`config.mk`:
```
export PLATFORM = sky130hd
export DESIGN_NAME = input_conditioner
export DESIGN_NICKNAME = d
export VERILOG_FILES = /design/src/rtl/input_conditioner.sv
export SDC_FILE = /design/constraint.sdc
export NUM_CORES = 1
export LEC_CHECK = 0
export ABC_AREA = 1
export CAP_MARGIN = 20
export CELL_PAD_IN_SITES_DETAIL_PLACEMENT = 2
export CELL_PAD_IN_SITES_GLOBAL_PLACEMENT = 2
export CORE_MARGIN = 2
export CORE_UTILIZATION = 34
export CTS_CLUSTER_SIZE = 8
export DETAILED_ROUTE_END_ITERATION = 8
export DONT_BUFFER_PORTS = 1
export GPL_TIMING_DRIVEN = 0
export PLACE_DENSITY = 0.73
export REMOVE_ABC_BUFFERS = 1
export SLEW_MARGIN = 20
export SYNTH_ARGS = -nofsm -noshare
export SYNTH_HDL_FRONTEND = slang
export SYNTH_SLANG_ARGS = --single-unit
```
`constraint.sdc`:
```
create_clock -name clk -period 1.2 [get_ports clk]
set_input_delay 0.18 -clock clk [delete_from_list [all_inputs] [get_ports clk]]
set_output_delay 0.18 -clock clk [all_outputs]
set_load 0.005 [all_outputs]
```
`src/rtl/input_conditioner.sv`:
```
// Multi-channel input conditioner: two-flop synchroniser, counter debouncer, edge-qualified
// one-cycle pulse, retriggerable pulse stretcher and saturating event counter per channel.
module input_conditioner #(
    parameter int unsigned CHANNELS  = 4,
    parameter int unsigned DB_CYCLES = 16,
    parameter int unsigned STRETCH   = 4,
    parameter int unsigned CNT_W     = 8
) (
    input  logic                      clk,
    input  logic                      rst,
    input  logic [CHANNELS-1:0]       in,
    input  logic [1:0]                edge_mode,
    input  logic [CHANNELS-1:0]       evt_clr,
    output logic [CHANNELS-1:0]       level_out,
    output logic [CHANNELS-1:0]       pulse_out,
    output logic [CHANNELS-1:0]       stretch_out,
    output logic [CHANNELS*CNT_W-1:0] evt_count
);

    localparam int unsigned DB_W = $clog2(DB_CYCLES + 1);
    localparam int unsigned ST_W = $clog2(STRETCH + 1);

    localparam logic [DB_W-1:0]  DbLast  = DB_W'(DB_CYCLES - 1);
    localparam logic [ST_W-1:0]  StLoad  = ST_W'(STRETCH);
    localparam logic [CNT_W-1:0] CntMax  = '1;

    typedef enum logic [1:0] {
        EdgeRise = 2'b00,
        EdgeFall = 2'b01,
        EdgeBoth = 2'b10,
        EdgeNone = 2'b11
    } edge_mode_e;

    logic [CHANNELS-1:0]            sync1_q, sync2_q;
    logic [CHANNELS-1:0]            level_q, level_d;
    logic [CHANNELS-1:0][DB_W-1:0]  db_cnt_q, db_cnt_d;
    logic [CHANNELS-1:0]            pulse_q, pulse_d;
    logic [CHANNELS-1:0][ST_W-1:0]  st_cnt_q, st_cnt_d;
    logic [CHANNELS-1:0][CNT_W-1:0] evt_cnt_q, evt_cnt_d;

    logic [CHANNELS-1:0] flip;
    logic [CHANNELS-1:0] rise_edge, fall_edge, qual;
    edge_mode_e          mode;

    assign mode = edge_mode_e'(edge_mode);

    // A flip happens on the edge where the debounce run reaches DB_CYCLES samples;
    // the new level equals the synchronised sample, which gives the edge direction.
    always_comb begin
        for (int i = 0; i < CHANNELS; i++) begin
            flip[i] = (sync2_q[i] != level_q[i]) && (db_cnt_q[i] == DbLast);
        end
        rise_edge = flip & sync2_q;
        fall_edge = flip & ~sync2_q;
        case (mode)
            EdgeRise: qual = rise_edge;
            EdgeFall: qual = fall_edge;
            EdgeBoth: qual = flip;
            default:  qual = '0;
        endcase
    end

    always_comb begin
        level_d   = level_q;
        db_cnt_d  = db_cnt_q;
        pulse_d   = qual;
        st_cnt_d  = st_cnt_q;
        evt_cnt_d = evt_cnt_q;
        for (int i = 0; i < CHANNELS; i++) begin
            if (sync2_q[i] == level_q[i]) begin
                db_cnt_d[i] = '0;
            end else if (flip[i]) begin
                level_d[i]  = sync2_q[i];
                db_cnt_d[i] = '0;
            end else begin
                db_cnt_d[i] = db_cnt_q[i] + DB_W'(1);
            end

            if (qual[i]) begin
                st_cnt_d[i] = StLoad;
            end else if (st_cnt_q[i] != '0) begin
                st_cnt_d[i] = st_cnt_q[i] - ST_W'(1);
            end

            // Clear wins over a coincident event; that event is dropped.
            if (evt_clr[i]) begin
                evt_cnt_d[i] = '0;
            end else if (qual[i] && (evt_cnt_q[i] != CntMax)) begin
                evt_cnt_d[i] = evt_cnt_q[i] + CNT_W'(1);
            end
        end
    end

    always_ff @(posedge clk or negedge rst) begin
        if (!rst) begin
            sync1_q   <= '0;
            sync2_q   <= '0;
            level_q   <= '0;
            db_cnt_q  <= '0;
            pulse_q   <= '0;
            st_cnt_q  <= '0;
            evt_cnt_q <= '0;
        end else begin
            sync1_q   <= in;
            sync2_q   <= sync1_q;
            level_q   <= level_d;
            db_cnt_q  <= db_cnt_d;
            pulse_q   <= pulse_d;
            st_cnt_q  <= st_cnt_d;
            evt_cnt_q <= evt_cnt_d;
        end
    end

    always_comb begin
        level_out = level_q;
        pulse_out = pulse_q;
        for (int i = 0; i < CHANNELS; i++) begin
            stretch_out[i]                  = (st_cnt_q[i] != '0);
            evt_count[i*CNT_W +: CNT_W]     = evt_cnt_q[i];
        end
    end

endmodule

```
### Word-level counts from Yosys, hierarchy flattened

Index checks and enable logic that the tools add are counted.
W data, S select, Z words.

| storage, ports and cells | value |
|---|---|
| input bits | 12 |
| logic and storage cells | 106 |
| output and inout bits | 44 |
| latch bits | 0 |
| memory bits (writable) | 0 |
| memories | 0 |
| bits in registers | 80 |
| ROM bits | 0 |

| cells by class | value |
|---|---|
| $mul | 0 |
| $lt $le $gt $ge | 0 |
| reductions and logical operators | 25 |
| multiplexer cells | 25 |
| divide/modulo/power cells | 0 |
| eq/ne operators | 18 |
| bitwise gates (word level) | 7 |
| shift-type cells | 0 |
| $add $sub $neg | 12 |

Operators with widths:

| cell | count |
|---|---|
| $mux W8 | 8 |
| $mux W5 | 8 |
| $add A8 B1 Y8 const B | 4 |
| $ne A8 B8 Y1 const B | 4 |
| $mux W3 | 8 |
| $add A5 B1 Y5 const B | 4 |
| $eq A5 B4 Y1 const B | 4 |
| $reduce_bool A2 Y1 | 8 |
| $pmux W4 S3 | 1 |
| $reduce_bool A3 Y1 | 4 |
| $sub A3 B1 Y3 const B | 4 |
| $and A4 B4 Y4 | 2 |
| $logic_and A1 B1 Y1 | 8 |
| $reduce_and A2 Y1 | 4 |
| $eq A1 B1 Y1 | 4 |
| $ne A1 B1 Y1 | 4 |
| $not A1 Y1 | 4 |
| $not A4 Y4 | 1 |
| $eq A2 B1 Y1 const B | 1 |
| $eq A2 B2 Y1 const B | 1 |
| $logic_not A2 Y1 | 1 |

### Longest topological paths before layout

| logic depth | value |
|---|---|
| depth in word-level cells | 7 |
| depth in mapped cells | 9 |
| gate-level depth less buffers | 9 |

### Least setup slack after synthesis

Ideal clock, no wire load.

| path | value |
|---|---|
| path kind | reg-to-reg |
| from | reg evt_cnt_q (netlist bit evt_count[24]) |
| to | reg evt_cnt_q (netlist bit evt_count[24]) |
| setup time | 0.118 ns |
| arrival | 1.232 ns |
| slack | -0.150 ns |
| path buffers | 0 |
| clock period less this slack | 1.350 ns |
| data required time | 1.082 ns |
| cell stages (with the launch flop) | 9 |
| path through | dfrtp_1 > ha_1 > nand3_1 > inv_1 > nand2_1 > nand3_4 > nand2_4 > nand2_1 > nand2_1 |

| between the ends | value |
|---|---|
| word-level cells in the longest chain between the ends | 3 |
| elaborated cells on any way between the ends | 6 |
| those cells by class | add/sub (1); eq/ne (1); mux (2); reduce/logical (2) |

Ends and longest elaborated chain:

| what | RTL line | source |
|---|---|---|
| start, declared | 39 | `logic [CHANNELS-1:0][CNT_W-1:0] evt_cnt_q, evt_cnt_d;` |
| start signal, assigned | 110 | `evt_cnt_q <= evt_cnt_d;` |
| $add A8 B1 Y8 / $ne A8 B8 Y1 (equally long branches) | 89, 88 |  |
| $mux W8 / $logic_and A1 B1 Y1 (equally long branches) | 88 | `end else if (qual[i] && (evt_cnt_q[i] != CntMax)) begin` |
| $mux W8 / $reduce_bool A2 Y1 (equally long branches) | -- |  |

Parallel ways exist; a longest one is shown, timed or not. The select of a mux whose other input is x is not followed.
A chain may end at the register's enable or synchronous reset.

### Worst setup path after layout

| path | value |
|---|---|
| from | reg evt_cnt_q (netlist bit evt_count[8]) |
| to | reg evt_cnt_q (netlist bit evt_count[10]) |

The elaborated chain is that of the path after synthesis.

==> metrics.yaml <==
worstSetupStartpointType: "register"
gp_congestion: 0.718
row_count: 41
critPathSlowestCell: "dfrtp_2"
fin_crit_ns: 1.46
rsz0062_at_grt: "yes"
fmax_ghz: 0.685
cts_max_level: 3
max-slew-margin-rel_pct: 73.0
vias_per_cell: 4.99
leakage_nw: 2.64
initial_core_util_pct: 34.6
arrival_ns: 1.70
die_area_um2: 13700
core_um2: 12500
postLayoutSetupSlackWorst_ns: -0.260
max_stage_delay_ns: 0.46
gr-total-overflow: 0
grt_antenna_before_repair: 0
dpl-instance-area_um2: 4530
critical_path_buf_inv_count: 1
dpl.hpwl_um: 8100
path_class: "register to register"
die_h_um: 117
post-place-ws_ns: -0.470
holdBufCountCts: 8
grt_pass1_wl_um: 22500
crit_chain: "ha_4 > nand3_1 > inv_2 > nand2_2 > nand3_4 > nand2_8 > nand2_2 > nand2_2"
clk_path_buf_depth: 2
path_clk_slew_ns: 0.07
place_inst: 719
syn_avg_cell_area_um2: 7.86
crit_required_ns: 1.44
tightest_slew_ns: 0.402
diodes: 0
seq_area_frac_synth_pct: 46.2
routedWlPerCell_um: 17.7
cts_root_buf: "clkbuf_16"
vdd_drop_max_mv: 0.756
holdCritPathClass: "input pin to async pin"
drtIter0Drc: 96
cts_tree: "built"
synth_cell_types: 26
hold_violations: 80
cp_max_fo: 8
cp_common_cell: "nand2_2"
power_density_nw_per_um2: 1480
grtUsageTotal_pct: 21.3
fp.dieW_um: 117
drv_slew: 0
cts_buffers: 9
ioPinCount: 56
finalNonFillerCells: 786
clk_latency_ns: 0.35
worstSetupEndpointType: "register"
synth_area_um2: 4330
ys_warn_count: 0
vias: 3919
finClkSkew_ns: 0.00889
synth.ff_latch_count: 80
maxCapViolCount: 0
syn-instance-count: 551
violations: "hold timing, setup timing"
whs_ns: -0.481
grt_pass1_vias: 4382
status: "finished, violations left"
drive_above_1_share_pct: 32.1
fin_area_um2: 5700
layout.nets: 637
syn_to_final_growth_pct: 31.6
setup_viol_count_final: 49
postRouteAntennaNets: 0
drcViolationCount: 0
clock_sinks: 80
fill_cells: 1443
grt_max_degree: 81
io_buffer_count: 0
period_share_pct: 122
dr.pass1.iters: 4
totalWireLength_um: 13900
critPathTopFamily: "simple AND/OR/NAND/NOR gates"
==> worst paths after layout <==
check / cells after the start / slack (ns) / startpoint / to
max reg2reg: 8 / -0.26 / evt_count[8] / evt_count[10]
min in group clk: 3 / 0.01 / evt_clr[1] / evt_count[11]
max: 8 / -0.26 / evt_count[8] / evt_count[10]
min reg2reg: 0 / 0.36 / sync1_q[1] / sync2_q[1]
max in group asynchronous: 0 / 1.52 / rst / evt_count[24]
min: 0 / -0.48 / rst / db_cnt_q[14]
==> routing by layer <==
layer	GRT usage (%)	wire length [um]	part of all wire [%]	vias up
met2	39.9	7710	56	40
li1	-	-	-	1853
met5	0	0	0	-
met1	24.6	5590	40	2013
met4	6.82	173	1.2	0
met3	3.91	412	3.0	13
==> layout by cell type (no fill, tap or decap), types with 8 or more instances in the layout <==
cell           synthesis  routed
nand2_2                2      43
ha_4                   0      10
dfrtp_2                0      18
dfrtp_1               80      62
nand2_1              172     120
xor2_1                 9       9
dlygate4sd3_1          0       8
inv_1                 64      46
clkbuf_16              0       9
nor2_1                82      75
buf_4                  0      37
nand3_1               56      52
nand2_4                9      16
inv_2                  3      21
==> cell type report <==
type	instances	area (um^2)	area share (%)
clock buffers	9	225	3.95
multi-input cells	400	2520	44.1
inverters	71	267	4.68
flip-flops and latches	80	2020	35.5
well taps	172	215	3.78
repair buffers	47	380	6.67
clock inverters	7	72.6	1.27
==> timing repair <==
item	in CTS	in global routing
cloned	4	0
pin swaps	31	26
endpoints found under the setup margin	54	61
resized for setup	100	50
buffers inserted	29	13
endpoints found under the hold margin	112	80
==> through the flow <==
| step | util (%) | power [W] | hold WS, ns | setup TNS (ns) |
|---|---|---|---|---|
| after floorplan | - | 0.00435 | -0.116 | -4.21 |
| after global placement | 36.2 | 0.00455 | -0.113 | -13.01 |
| after detailed placement | 36.2 | 0.00470 | -0.113 | -15.32 |
| after CTS | 43.9 | 0.00836 | -0.488 | -8.66 |
| after global routing | 45.5 | 0.00895 | -0.494 | -13.24 |
| final | 45.5 | 0.00844 | -0.481 | -9.04 |
==> report_power, final <==
group | internal, W | total, W | leakage (nW) | switching, W
sequential | 0.00302 | 0.00329 | 1.03 | 0.000262
combinational | 0.00111 | 0.00235 | 1.47 | 0.00124
clock | 0.00161 | 0.00281 | 0.141 | 0.00120
total | 0.00575 | 0.00844 | 2.64 | 0.00269
==> sequential cells by signal (all words and copies together), names as in the netlist <==
register   count
db_cnt_q      20
evt_count     32
level_out      4
pulse_out      4
st_cnt_q      12
sync1_q        4
sync2_q        4
==> cell usage after synthesis <==
library cell	number	area [um^2]
o21ai_0	9	45.0
dfrtp_1	80	2000
o21bai_1	1	7.51
o211ai_1	4	30.0
o21a_1	4	30.0
nand3_1	56	280
nand2_1	172	646
nor3_1	6	30.0
xnor2_1	6	52.6
nor2_4	3	33.8
inv_2	3	11.3
nand4_2	1	12.5
nand2_2	2	12.5
xor2_1	9	78.8
a21oi_1	4	20.0
a211oi_1	4	30.0
inv_1	64	240
nand2_4	9	101
clkinv_1	4	15.0
buf_2	4	20.0
nand3_4	4	70.1
nand4_4	1	21.3
nor2_1	82	308
nand4_1	2	12.5
nor2_8	1	20.0
ha_1	16	200
==> cells by family after synthesis <==
family	count (synthesis)	share of synthesized area, %
flip-flops	80	46.2
AO/OA/AOI/OAI	26	3.76
AND/OR/NAND/NOR	339	35.7
buffers and inverters	75	6.62
adder cells (fa/ha/maj)	16	4.62
XOR/XNOR	15	3.03
Power figures use the tool's default switching activity.
